**src/rtl/i2c_txn_sequencer.sv**
```systemverilog
// i2c_txn_sequencer: runs one I2C transaction (START, address byte, data
// bytes, STOP) by handshaking with the bit-level generators. It also muxes
// their open-drain drive requests onto the single SDA/SCL pad pair.
module i2c_txn_sequencer #(
  parameter int unsigned CLK_FREQ = 25_000_000,
  parameter int unsigned MAX_LEN  = 255,
  localparam int unsigned LW      = $clog2(MAX_LEN + 1)
) (
  input  logic          i_clk,
  input  logic          i_rst,
  input  logic          i_cmd_valid,
  output logic          o_cmd_ready,
  input  logic [6:0]    i_cmd_addr,
  input  logic          i_cmd_rw,
  input  logic [LW-1:0] i_cmd_len,
  input  logic [7:0]    i_wr_data,
  input  logic          i_wr_valid,
  output logic          o_wr_ready,
  output logic [7:0]    o_rd_data,
  output logic          o_rd_valid,
  output logic          o_done,
  output logic          o_nack,
  output logic          o_busy,
  output logic          o_start_req,
  input  logic          i_start_done,
  output logic          o_stop_req,
  input  logic          i_stop_done,
  output logic          o_byte_req,
  input  logic          i_byte_done,
  output logic          o_byte_rw,
  output logic [7:0]    o_byte_data,
  output logic          o_byte_mack,
  input  logic [7:0]    i_byte_data,
  input  logic          i_byte_sack,
  input  logic          i_start_sda_drive,
  input  logic          i_start_scl_drive,
  input  logic          i_byte_sda_drive,
  input  logic          i_byte_scl_drive,
  input  logic          i_stop_sda_drive,
  input  logic          i_stop_scl_drive,
  output logic          o_sda_drive,
  output logic          o_scl_drive
);

  typedef enum logic [2:0] {
    IDLE, START, ADDR, WRDATA, WRBYTE, RDBYTE, STOP
  } state_t;

  state_t        state_q, state_d;
  logic [LW-1:0] rem;
  logic          rw_q;
  logic          hold_sda, hold_scl;
  logic          accept, start_fire, byte_fire, stop_fire;
  logic          unused_clk_freq;

  // CLK_FREQ only documents the system clock; nothing is timed from it.
  assign unused_clk_freq = (CLK_FREQ != 0);

  // Handshake strobes: a done only counts while its own req is high.
  always_comb begin
    accept     = (state_q == IDLE) && i_cmd_valid;
    start_fire = o_start_req && i_start_done;
    byte_fire  = o_byte_req && i_byte_done;
    stop_fire  = o_stop_req && i_stop_done;
  end

  // State-decoded status and byte-generator controls.
  always_comb begin
    o_cmd_ready = (state_q == IDLE);
    o_busy      = (state_q != IDLE);
    o_wr_ready  = (state_q == WRDATA);
    o_byte_rw   = (state_q == RDBYTE);
    o_byte_mack = (state_q == RDBYTE) && (rem == LW'(1));
  end

  // Next-state logic.
  always_comb begin
    state_d = state_q;
    case (state_q)
      IDLE:   if (accept) state_d = START;
      START:  if (start_fire) state_d = ADDR;
      ADDR: begin
        if (byte_fire) begin
          if (i_byte_sack || rem == '0) state_d = STOP;
          else if (rw_q)                state_d = RDBYTE;
          else                          state_d = WRDATA;
        end
      end
      WRDATA: if (i_wr_valid) state_d = WRBYTE;
      WRBYTE: if (byte_fire && (i_byte_sack || rem == LW'(1))) state_d = STOP;
              else if (byte_fire) state_d = WRDATA;
      RDBYTE: if (byte_fire && rem == LW'(1)) state_d = STOP;
      STOP:   if (stop_fire) state_d = IDLE;
      default: state_d = IDLE;
    endcase
  end

  // State register.
  always_ff @(posedge i_clk or posedge i_rst) begin
    if (i_rst) state_q <= IDLE;
    else       state_q <= state_d;
  end

  // Request registers. Byte/stop reqs follow the registered state, which
  // leaves one low cycle after every done (also between repeated reads);
  // the start req is raised on the accept edge itself.
  always_ff @(posedge i_clk or posedge i_rst) begin
    if (i_rst) begin
      o_start_req <= 1'b0;
      o_byte_req  <= 1'b0;
      o_stop_req  <= 1'b0;
    end else begin
      o_start_req <= accept || ((state_q == START) && !start_fire);
      o_byte_req  <= ((state_q == ADDR) || (state_q == WRBYTE) ||
                      (state_q == RDBYTE)) && !byte_fire;
      o_stop_req  <= (state_q == STOP) && !stop_fire;
    end
  end

  // Command latch, byte counter, data path and status flags.
  always_ff @(posedge i_clk or posedge i_rst) begin
    if (i_rst) begin
      rem         <= '0;
      rw_q        <= 1'b0;
      o_nack      <= 1'b0;
      o_byte_data <= '0;
      o_rd_data   <= '0;
      o_rd_valid  <= 1'b0;
      o_done      <= 1'b0;
    end else begin
      o_rd_valid <= 1'b0;
      o_done     <= stop_fire;
      if (accept) begin
        rem         <= i_cmd_len;
        rw_q        <= i_cmd_rw;
        o_nack      <= 1'b0;
        o_byte_data <= {i_cmd_addr, i_cmd_rw};
      end
      if ((state_q == WRDATA) && i_wr_valid) o_byte_data <= i_wr_data;
      if (byte_fire) begin
        case (state_q)
          ADDR: if (i_byte_sack) o_nack <= 1'b1;
          WRBYTE: begin
            rem <= rem - LW'(1);
            if (i_byte_sack) o_nack <= 1'b1;
          end
          RDBYTE: begin
            rem        <= rem - LW'(1);
            o_rd_data  <= i_byte_data;
            o_rd_valid <= 1'b1;
          end
          default: ;
        endcase
      end
    end
  end

  // Pad hold: remembers the drives seen when the last sub-block finished.
  always_ff @(posedge i_clk or posedge i_rst) begin
    if (i_rst) begin
      hold_sda <= 1'b1;
      hold_scl <= 1'b1;
    end else if (start_fire || byte_fire || stop_fire) begin
      hold_sda <= o_sda_drive;
      hold_scl <= o_scl_drive;
    end
  end

  // Pad mux: active sub-block passes through, otherwise the hold register.
  always_comb begin
    o_sda_drive = hold_sda;
    o_scl_drive = hold_scl;
    if (o_start_req) begin
      o_sda_drive = i_start_sda_drive;
      o_scl_drive = i_start_scl_drive;
    end else if (o_byte_req) begin
      o_sda_drive = i_byte_sda_drive;
      o_scl_drive = i_byte_scl_drive;
    end else if (o_stop_req) begin
      o_sda_drive = i_stop_sda_drive;
      o_scl_drive = i_stop_scl_drive;
    end
  end

endmodule

```
**config.mk**
```make
export PLATFORM = sky130hd
export DESIGN_NAME = i2c_txn_sequencer
export DESIGN_NICKNAME = d
export VERILOG_FILES = /design/src/rtl/i2c_txn_sequencer.sv
export SDC_FILE = /design/constraint.sdc
export NUM_CORES = 1
export LEC_CHECK = 0
export CORE_MARGIN = 5
export CORE_UTILIZATION = 47
export CTS_BUF_LIST = sky130_fd_sc_hd__clkbuf_16
export CTS_CLUSTER_SIZE = 12
export DETAILED_ROUTE_END_ITERATION = 6
export HOLD_SLACK_MARGIN = 0.03
export PLACE_DENSITY = 0.86
export SYNTH_ARGS = -nofsm -noshare
export SYNTH_HDL_FRONTEND = slang
export SYNTH_SLANG_ARGS = --single-unit
```
**constraint.sdc**
```tcl
create_clock -name i_clk -period 4.3 [get_ports i_clk]
set_input_delay 1.29 -clock i_clk [delete_from_list [all_inputs] [get_ports i_clk]]
set_output_delay 1.29 -clock i_clk [all_outputs]
set_load 0.02 [all_outputs]
```
# Word-level counts from Yosys, hierarchy flattened
# Cells that the tools add are included.
dict set report classes {
  addsub 1
  n_eq_ne 14
  n_mux 28
  reduce_logical 29
}
# operator count
set ops {}
lappend ops {{8-bit 2-to-1 mux} 5}
lappend ops {{3-bit 2-to-1 mux} 10}
lappend ops {{3-bit one-hot mux with 7 select lines} 1}
lappend ops {{1-bit 2-to-1 mux} 12}
lappend ops {{1-bit logical AND} 11}
lappend ops {{3-bit equality test (second input constant)} 3}
lappend ops {{8-bit by 1-bit equality test with 1-bit output (second input constant)} 1}
lappend ops {{8-bit zero test} 1}
lappend ops {{2-bit != test (second input constant)} 4}
lappend ops {{8-bit by 1-bit subtractor with 8-bit output (second input constant)} 1}
lappend ops {{1-bit logical OR} 7}
lappend ops {{7-bit AND reduction} 1}
lappend ops {{3-bit by 2-bit equality test with 1-bit output (second input constant)} 2}
lappend ops {{2-bit by 1-bit != test with 1-bit output (second input constant)} 2}
lappend ops {{2-bit OR reduction} 2}
lappend ops {{3-bit by 1-bit equality test with 1-bit output (second input constant)} 1}
lappend ops {{1-bit zero test} 3}
lappend ops {{3-bit zero test} 1}
lappend ops {{3-bit != test (second input constant)} 1}
lappend ops {{3-bit nonzero test} 1}
lappend ops {{2-bit AND reduction} 1}
lappend ops {{2-bit nonzero test} 1}
dict set report word_totals {
  reg_bits 36
  out_inout_bits 29
  wordCells 85
}

# Depth between registers and ports, before layout
dict set report depth {
  depth_word 6
  ltp_mapped 6
}

# Worst setup path before layout
# Ideal clock, no wire load.
dict set report synth_timing {
  path_kind {input -> output}
  from {input i_stop_scl_drive}
  to {output o_scl_drive}
  t_arrival_ps 1999
  t_required_ps 3010
  slack_ps 1011
  cell_stages 4
  path_buffers 0
  path_cell_list {mux2i_1 nor2_1 a21oi_1 o21ai_0}
}
dict set report synth_between {
  elab_chain_len 3
}
# element line
set synth_lines {}
lappend synth_lines {{start, declared} 40} ;# input logic i_stop_scl_drive,
lappend synth_lines {{1-bit 2-to-1 mux} 179} ;# end else if (o_stop_req) begin
lappend synth_lines {{1-bit 2-to-1 mux} 176} ;# end else if (o_byte_req) begin
lappend synth_lines {{1-bit 2-to-1 mux} 173} ;# if (o_start_req) begin
lappend synth_lines {{end, declared} 42} ;# output logic o_scl_drive
# No other way between the ends.

# Worst setup path in the final report
# Same ends and word-level chain as after synthesis.

==> run metrics <==
Num CTS Buffers 5; RR Startpoint state_q[2]$_DFFE_PP0P_; Core Rows 23; fraction of the yosys area taken by sequential cells 0.479; final clock skew 4.50 ps; element type at the critical path end output pin; worst r2r path cells 3; most used cell, CP clkdlybuf4s50_1; # fillers 300; Synthesis Warnings 0; Final ANT Viol Nets 0; synth top area cells dfrtp_1 45%, mux2_2 6.6%, nand2_1 5.8%; total global-route track usage 0.185; syn_nets 243; largest delay contributor family on the critical path buffers and inverters; post-synth cell types 44; Vias/cell 5.46; syn_area_per_cell 9.67 µm²; share of layout cells above drive strength 1 0.125; Die Y 73.3 µm; largest net degree at the start of global routing 37; WHS Path Cells 2; Synth area leader dfrtp_1; grt total ovfl 0; CP max stage delay 660 ps; LEAKAGE 1.19 nW; most common cell after layout, fill and taps aside clkdlybuf4s50_1; Cell Pwr Density 710 nW/µm²; Worst path depth 6; vias 1758; Buffers & Inverters on Critical Path 2; crit path max fanout 2; Root Driver clkbuf_16; Reg clk slew, reported paths 50 ps; # DRC 0; most frequent cells in the layout 74 x clkdlybuf4s50_1, 34 x dfrtp_1, 29 x nand2_1; Hold Path End rw_q$_DFFE_PP0P_; r2r setup slk 2260 ps; WS Path Type primary input to output pin; synthesis-to-finish area growth 50.2%; vias in the first global route 1702; ys flop type dfrtp_1; Peak supply drop 0.391 mV; max frequency 242 MHz; CTS tree yes; dpl hpwl 3560 µm; final core occ 0.719; Rel. slew slack 0.574; FF+latch count, synth 36; initial DRC count 76; outcome finished clean; max_cap viols 0; Mapped Area 1890 µm²; minimum clock period 4130 ps; die area 5380 µm²; Port Buffers 74; HP Class flop to flop; Layout Nets 319; # resized after CTS 0; CTS sink cnt 36; Setup violations, final 0; slowest CP cell clkdlybuf4s50_1; Final period util 0.960; Worst Path Required 3010 ps; worst slack at placement 169 ps; Fin. Hold Viols 0; TritonRoute pass-1 iters 4; Total Wirelength 4810 µm; # H-tree levels 2; post-route total power 2.01 mW; WL/cell 14.9 µm; share of the synthesized area in the top cell type 0.451; CP cell instances clkdlybuf4s50_1, mux2i_1, nor2_1, a21oi_1, o21ai_0, clkdlybuf4s50_1; clk_lat worst skew 270 ps; initial antenna violation count 0; r2r endpoint rem[3]$_DFF_PP0_; Worst setup SP type primary input; number of flops mapped to enable cells by yosys 0; min-delay src rw_q$_DFFE_PP0P_; async set or reset register ratio after synthesis 1.00; crit path DAT 2840 ps; IO Count 75; worst slew pin tran 637 ps; first-pass GRT wire length 7780 µm; Fin Hold WS 476 ps; Post-CTS Setup Repair Bufs 0; RSZ-0062 raised after global routing no; n_diodes 0; # hold bufs at CTS 0; Max Root-Sink Buffers 2; GPL Wtd Cong 0.845; Die Width 73.3 µm; TNS Setup 0 ps; area of the core 3940 µm²; final setup margin 170 ps; Slew Limit Fails 0; Initial Util 0.478; Syn Inst Count 195
## sequential cells by signal, indices dropped and copies added, names as in the netlist, 3 cells and up
name and count:
o_rd_data 8, state_q 3, o_byte_data 8, rem 8
## kinds of logic (layout without fill, tap and decap cells)
group | Yosys count | after routing | share of synthesized area
AOI/OAI and AO/OA | 40 | 40 | 0.153
adders and majority gates | 2 | 2 | 0.0133
buffers and inverters | 15 | 92 | 0.0365
DFF | 36 | 36 | 0.479
muxes | 15 | 15 | 0.0869
and+or+nand+nor | 87 | 87 | 0.232
## how the worst max path moves through the flow
stage                           startpoint     endpoint  slack, ps
final                     i_stop_scl_drive  o_scl_drive        170
after global placement    i_stop_sda_drive  o_sda_drive        250
after global routing      i_stop_scl_drive  o_scl_drive         10
after CTS                 i_stop_scl_drive  o_scl_drive        170
after detailed placement  i_stop_scl_drive  o_scl_drive        170
after floorplan           i_stop_scl_drive  o_scl_drive       1010
## area by class of cell
type | instances | area, µm² | share of cell area
Sequential cell | 36 | 903 | 0.319
Tap cell | 50 | 62.6 | 0.0221
Clock inverter | 3 | 38.8 | 0.0137
Clock buffer | 5 | 125 | 0.0442
Timing Repair Buffer | 77 | 763 | 0.269
Inverter | 7 | 26.3 | 0.00928
Multi-Input combinational cell | 144 | 913 | 0.322
## worst register-to-register path: stages (launching register included)
cell     delay, ps
dfrtp_1        560
nor2_1         350
nand3_1        520
o221a_2        490
## stage by stage
step	std cells	instance area, µm²
4_1_cts	322	2830
3_5_place_dp	314	2670
2_1_floorplan	195	1890
5_1_grt	322	2830
6_report	322	2830
3_3_place_gp	314	2670
## cells in the mapped netlist (all sizes together) (2+ instances only)
cell type,number
nor3b,3
nand2b,3
nand2,30
a31oi,8
mux2i,4
inv,7
a21oi,9
o21ai,5
a211oi,4
ha,2
nor2b,2
nor3,5
nor4,2
mux2,11
and2,3
o221a,4
buf,8
dfrtp,34
nand3,10
nor2,22
a311oi,2
dfstp,2
## layer usage
layer,part of all wire,vias to the layer above,GRT usage
li1,-,848,-
met1,0.41,851,0.226
met2,0.50,55,0.316
met3,0.087,4,0.0547
met4,0.0083,0,0.0563
met5,0,-,0
## power breakdown
part | switching, mW | internal, mW | total, mW | leakage (nW)
logic | 0.485 | 0.479 | 0.964 | 0.666
registers | 0.151 | 0.497 | 0.648 | 0.436
clock network | 0.130 | 0.270 | 0.400 | 0.0850
(Power assumes the default switching activity.)
